[src/rtl/instr_fetch_mem.sv]
// instr_fetch_mem: byte-loadable instruction memory with a fixed wait-state fetch port.
// Fetches report misalignment or out-of-range as a fault instead of returning data.
module instr_fetch_mem #(
   parameter int ADDR_W      = 16,
   parameter int DEPTH       = 64,
   parameter int INSTR_W     = 16,
   parameter int WAIT_CYCLES = 1
) (
   input  logic               clk,
   input  logic               reset,
   input  logic               fetch_req,
   input  logic [ADDR_W-1:0]  fetch_addr,
   output logic               fetch_ready,
   output logic               instr_valid,
   output logic [INSTR_W-1:0] instr,
   output logic [1:0]         fault,
   input  logic               ld_we,
   input  logic [ADDR_W-1:0]  ld_addr,
   input  logic [7:0]         ld_data,
   output logic               busy
);
   localparam int NB = INSTR_W / 8;
   localparam int MAW = $clog2(DEPTH);
   localparam logic [3:0] CNT_INIT = 4'(WAIT_CYCLES > 0 ? WAIT_CYCLES - 1 : 0);
   typedef enum logic [1:0] {IDLE, WAIT, RESP} state_t;
   state_t             state_q;
   logic [3:0]         cnt_q;
   logic [ADDR_W-1:0]  addr_q, rd_addr;
   logic [7:0]         mem_q [DEPTH];
   logic [INSTR_W-1:0] instr_q, rd_data;
   logic [1:0]         fault_q, rd_fault;
   logic               rd_en, mis, oor;
   // With no wait states the read happens on the accepting edge, straight from fetch_addr.
   assign rd_addr  = (state_q == IDLE) ? fetch_addr : addr_q;
   assign rd_en    = (state_q == IDLE && fetch_req && WAIT_CYCLES == 0) ||
                     (state_q == WAIT && cnt_q == '0);
   assign mis      = (rd_addr % ADDR_W'(NB)) != '0;
   assign oor      = ({1'b0, rd_addr} + (ADDR_W+1)'(NB - 1)) >= (ADDR_W+1)'(DEPTH);
   assign rd_fault = mis ? 2'b01 : oor ? 2'b10 : 2'b00;
   always_comb begin
      rd_data = '0;
      if (rd_fault == 2'b00)
         for (int b = 0; b < NB; b++)
            rd_data[8*b +: 8] = mem_q[MAW'(rd_addr + ADDR_W'(b))];
   end
   always_ff @(posedge clk) begin
      if (reset) begin
         state_q <= IDLE;
         cnt_q   <= '0;
         addr_q  <= '0;
         instr_q <= '0;
         fault_q <= '0;
      end else begin
         case (state_q)
            IDLE: if (fetch_req) begin
               addr_q  <= fetch_addr;
               cnt_q   <= CNT_INIT;
               state_q <= (WAIT_CYCLES == 0) ? RESP : WAIT;
            end
            WAIT: if (cnt_q == '0) state_q <= RESP;
                  else cnt_q <= cnt_q - 4'd1;
            RESP: state_q <= IDLE;
            default: state_q <= IDLE;
         endcase
         if (rd_en) begin
            instr_q <= rd_data;
            fault_q <= rd_fault;
         end
      end
   end
   // Same-edge load writes land after the read above samples mem_q.
   always_ff @(posedge clk)
      if (!reset && ld_we && {1'b0, ld_addr} < (ADDR_W+1)'(DEPTH))
         mem_q[ld_addr[MAW-1:0]] <= ld_data;
   assign fetch_ready = state_q == IDLE;
   assign busy        = state_q != IDLE;
   assign instr_valid = state_q == RESP;
   assign instr       = instr_q;
   assign fault       = fault_q;
endmodule

[config.mk]
export PLATFORM = sky130hd
export DESIGN_NAME = instr_fetch_mem
export DESIGN_NICKNAME = d
export VERILOG_FILES = /design/src/rtl/instr_fetch_mem.sv
export SDC_FILE = /design/constraint.sdc
export NUM_CORES = 1
export LEC_CHECK = 0
export BUFFER_PORTS_ARGS = -buffer_cell sky130_fd_sc_hd__buf_4
export CORE_MARGIN = 2
export CORE_UTILIZATION = 44
export CTS_CLUSTER_DIAMETER = 120
export DETAILED_ROUTE_END_ITERATION = 7
export PLACE_DENSITY_LB_ADDON = 0.08
export SLEW_MARGIN = 40
export SYNTH_ARGS = -nofsm -noshare
export SYNTH_HDL_FRONTEND = slang
export SYNTH_SLANG_ARGS = --single-unit
[constraint.sdc]
create_clock -name clk -period 3.8 [get_ports clk]
set_input_delay 0.38 -clock clk [delete_from_list [all_inputs] [get_ports clk]]
set_output_delay 0.38 -clock clk [all_outputs]
set_load 0.005 [all_outputs]
Word-level counts from Yosys, hierarchy flattened --
Memories as Yosys holds them, arrays and structs flattened. Cells that the tools add are included. W data, S select, Z words.
Storage, ports and cells: RAM bits 512, bits in registers 40, memories 1
Operators by class: reduce and logical (&&, ||, !) cells 12, $lt $le $gt $ge 2, equal/unequal tests 5, $add $sub $neg 3, multiplexer cells 12
Memory list:
- mem_q | depth 64, width 8, rd ports 2, clocked after memory_dff 0, wr ports 1, line 29 | logic [7:0] mem_q [DEPTH];
Operators with widths (number):
- $mux W16 | 2
- $add A16 B1 Y17 const B | 1
- $ge A17 B7 Y1 const B | 1
- $lt A16 B7 Y1 const B | 1
- $mux W2 | 4
- $mux W4 | 2
- $pmux W4 S2 | 1
- $add A6 B1 Y6 const B | 1
- $logic_not A2 Y1 | 2
- $logic_not A4 Y1 | 1
- $ne A2 B2 Y1 const B | 2
- $pmux W2 S2 | 1
- $reduce_and A2 Y1 | 2
- $reduce_bool A2 Y1 | 2
- $sub A4 B1 Y4 const B | 1
- $logic_and A1 B1 Y1 | 3
- $reduce_and A3 Y1 | 1
- $eq A2 B1 Y1 const B | 1
- $eq A2 B2 Y1 const B | 1
- $mux W1 | 2
- $ne A2 B1 Y1 const B | 1
- $logic_not A1 Y1 | 1

Depth between registers and ports, before layout --
word-level depth 8, mapped depth 17, mapped depth without buffers 10

Worst setup path before layout --
Ideal clock, no wire load.
path kind reg2reg, start point register state_q[1], end point register instr_q[14] (netlist: instr[14]), period minus slack after synthesis 3.947 ns, required time 3.677 ns, buffers on the path 8, path slack -0.147 ns, stages on the path, launching flop included 18, arrival time 3.824 ns, cells stage by stage dfxtp_1 -> buf_6 -> o21ai_0 -> and2_1 -> buf_2 -> inv_2 -> buf_4 -> buf_2 -> buf_2 -> ha_1 -> clkbuf_1 -> clkbuf_1 -> clkbuf_1 -> mux4_2 -> mux2i_1 -> o22ai_1 -> nor4_1 -> o21ai_1
On the way: longest elaborated chain between the ends 8, elaborated cells between the ends (all ways) 12, classes of those cells 2 x add/sub; 1 x order compare; 1 x eq/ne; 4 x mux; 3 x reduce/logical; 1 x memory
RTL lines:
- start, declared | line 26 | state_t state_q;
- start signal, assigned | line 58 | state_q <= (WAIT_CYCLES == 0) ? RESP : WAIT;
- $logic_not A2 Y1 | line 34 | assign rd_addr = (state_q == IDLE) ? fetch_addr : addr_q;
- $mux W16 | line 34
- $add A16 B1 Y17 | line 38 | assign oor = ({1'b0, rd_addr} + (ADDR_W+1)'(NB - 1)) >= (ADDR_W+1)'(DEPTH);
- $ge A17 B7 Y1 | line 38
- $mux W2 (2 in a row) | line 39 | assign rd_fault = mis ? 2'b01 : oor ? 2'b10 : 2'b00;
- $logic_not A2 Y1 | line 42 | if (rd_fault == 2'b00)
- $mux W16 | line 42
- end signal, assigned | line 66 | instr_q <= rd_data;
- end, declared | line 30 | logic [INSTR_W-1:0] instr_q, rd_data;
Parallel ways exist; a longest one is shown, timed or not. A chain may end at the register's enable or synchronous reset.

Worst setup path after layout --
Ends and elaborated chain as after synthesis.

==> results.json <==
{
  "critPathArrivalTime_ps": 4110,
  "grt_use_total_pct": 29.4,
  "syn_inst": 1844,
  "maxSlewViolCount": 0,
  "root_buffer": "clkbuf_16",
  "ir_drop_uv": 306,
  "rsz0062_at_grt": "no",
  "area.growth.synth_to_final_pct": 15.7,
  "cts_buffer_depth": 3,
  "ys_ff_latch": 552,
  "drtIter0Drc": 2363,
  "wl_per_cell_um": 32.5,
  "synth.distinct_cells": 86,
  "firstDrtPassIters": 6,
  "fin_crit_ps": 3610,
  "dp_hpwl_um": 62500,
  "clkSlewWorstSetupHoldPaths_ps": 70,
  "worstPathMaxFanout": 18,
  "setup_viol": 0,
  "fin_area_mm2": 0.0309,
  "crit_path_cell_trace": "or3b_2, and2_2, clkinv_8, ha_4, buf_12, buf_12, mux4_2, mux2i_1, o22ai_1, nor4_1, o21ai_1",
  "dieWidth_um": 250,
  "grt-ovfl-total": 0,
  "num_vias": 18700,
  "grt_max_degree": 65,
  "io_pins": 65,
  "place.gp.congestion": 0.956,
  "syn_nets": 1891,
  "hold_path.class": "input pin to flip-flop",
  "crit_type": "flip-flop to flip-flop",
  "crit_family": "simple AND/OR/NAND/NOR gates",
  "worst_pin_slew_ps": 867,
  "ctsResizeCount": 0,
  "die-height_um": 250,
  "drcViolationCount": 0,
  "max_cap_violations": 0,
  "setup-tns-final_ps": 0,
  "slowest_delay_ps": 510,
  "synthArstFlopShare_pct": 0,
  "hold_violations": 0,
  "power_mw": 14.7,
  "cts_made_buffers": 59,
  "portBuffers": 64,
  "ys.flop_type": "edfxtp_1",
  "slew_headroom_pct": 42.2,
  "regArea_mm2": 0.0162,
  "powerDensity_mw_per_mm2": 476,
  "fp-row-count": 90,
  "fillers": 5049,
  "syn_area_per_cell_um2": 14.5,
  "cp-end-kind": "flip-flop",
  "ant_nets": 0,
  "yosys_warnings": 0,
  "wirelength_um": 92200,
  "grt_pass1_wl_um": 133000,
  "path_buf_inv": 3,
  "leakage_nw": 10.2,
  "critPathLaunchType": "flip-flop",
  "drive_above_1_share_pct": 27.0,
  "min_period_over_period_pct": 95.0,
  "nets": 2053,
  "run_status": "finished, final reports clean",
  "fin_skew_ps": 29.7,
  "core_area_mm2": 0.0602,
  "post_cts_buffers": 0,
  "synth-edff-count": 512,
  "fin_util_pct": 51.3,
  "fmaxAchievable_ghz": 0.277,
  "cts_sinks": 552,
  "syn_area_mm2": 0.0267,
  "multi_input_area_mm2": 0.00988,
  "h-tree-depth": 2,
  "synth_seq_area_share_pct": 60.5,
  "crit_required_ps": 4300,
  "antenna_found_initial": 4,
  "cts_tree": "built",
  "grt_pass1_vias": 18400,
  "worst_path_max_delay_cell": "or3b_2",
  "dieArea_mm2": 0.0627,
  "start_util_pct": 44.4,
  "clkLatencyLatePin_ps": 640,
  "post_dp_cell_area_mm2": 0.0290,
  "crit_top_cell": "buf_12",
  "vias_per_cell": 6.62
}
[final cells by class]
class,instances,area share [%]
multi-input combinational,1140,32.0
timing repair buffer,241,6.46
sequential,552,52.3
tap,782,3.17
clock inverter,36,0.830
clock buffer,70,5.05
inverter,12,0.202
antenna,1,0.00810
[cell usage after synthesis (12+ instances only)]
library cell	count	area share, %
a31oi_1	39	0.91
nor2_1	87	1.2
edfxtp_1	512	58
a22o_1	16	0.52
nand2_1	227	3.2
mux4_2	145	12
nor4_1	21	0.49
o22ai_1	40	0.94
o211ai_1	13	0.37
a211oi_1	47	1.3
buf_2	45	0.84
o221a_2	13	0.55
o21ai_0	27	0.51
dfxtp_1	40	3.0
nand3_1	40	0.75
clkbuf_1	69	0.97
a32oi_1	12	0.39
and3_1	36	0.84
o221ai_1	34	1.1
nor3_1	12	0.22
buf_4	18	0.51
mux2i_1	69	2.6
a21oi_1	25	0.47
mux2_2	37	1.6
[worst reg2reg max path, delay by kind of cell (launching register included)]
kind            cells  cell delay [ps]
fa+ha+maj           1              400
flops               1              370
mux                 2              820
buf+inv             3              550
simple gates        3             1080
compound gates      2              270
[state kept, by name, indices dropped and copies added (netlist names)]
signal,cells
fault,2
state_q,2
addr_q,16
mem_q,512
cnt_q,4
instr,16
[cells by family (layout without fill, tap and decap cells)]
kind of cell             after synthesis  in the layout  synth area share [%]
flip-flops                           552            552                  60.5
AND/OR/NAND/NOR                      501            501                  9.04
AO/OA/AOI/OAI                        375            375                  10.7
multiplexers                         251            251                  16.4
buffers and inverters                152            359                  2.80
XOR/XNOR                              10             10                 0.398
adder cells (fa/ha/maj)                3              3                 0.140
other                                  0              1                     0
[power by group]
group,switching [mW],total (mW),internal (mW),leakage [nW]
logic,1.54,2.53,0.991,4.34
clock network,2.40,5.51,3.11,0.891
registers,0.0206,6.67,6.65,4.92
total,3.95,14.7,10.7,10.2
[path summary, 6_finish.rpt]
kind | start | endpoint | slack, ps | cells past startpoint
worst min register to register | addr_q[15] | addr_q[15] | 470 | 2
worst max register to register | state_q[1] | instr[14] | 190 | 11
worst max-delay path | state_q[1] | instr[14] | 190 | 11
worst min-delay path | fetch_addr[7] | addr_q[7] | 40 | 3
[per-layer routing]
metal | routed length (um) | track usage [%] | share of wire [%]
met2 | 42500 | 45.8 | 46
met5 | 46 | 0 | 0.050
met1 | 37900 | 41.6 | 41
met4 | 3200 | 9.94 | 3.5
met3 | 8550 | 5.62 | 9.3
[layout by cell type, fill, tap and decap left out, drive strengths merged, types with 9 or more instances in the layout]
master,count
o211ai,13
a21oi,26
buf,236
mux4,145
mux2,37
o221a,13
nor4,21
and3,36
dfxtp,40
a221oi,9
nor2,87
inv,13
a22o,16
o21ai,37
a31oi,39
clkinv,29
a22oi,9
and2,13
nor3,16
nand2,229
a211oi,47
edfxtp,512
a311oi,10
mux2i,69
o2bb2ai,9
a32oi,12
nand3,40
o221ai,34
o22ai,40
nand4,10
clkbuf,71
[timing repair]
action,in CTS,in global routing
hold buffers,4,0
endpoints found under the setup margin,0,0
endpoints found under the hold margin,4,0
[stage by stage]
step                instances  setup WS, ps  hold WS, ps
CTS                      2832           226         2.47
detailed placement       2722           164          463
floorplan                1844          16.4          444
global route             2833          98.5         31.9
finish                   2834           188         35.4
global placement         2722           203          459
(Power assumes the default switching activity.)
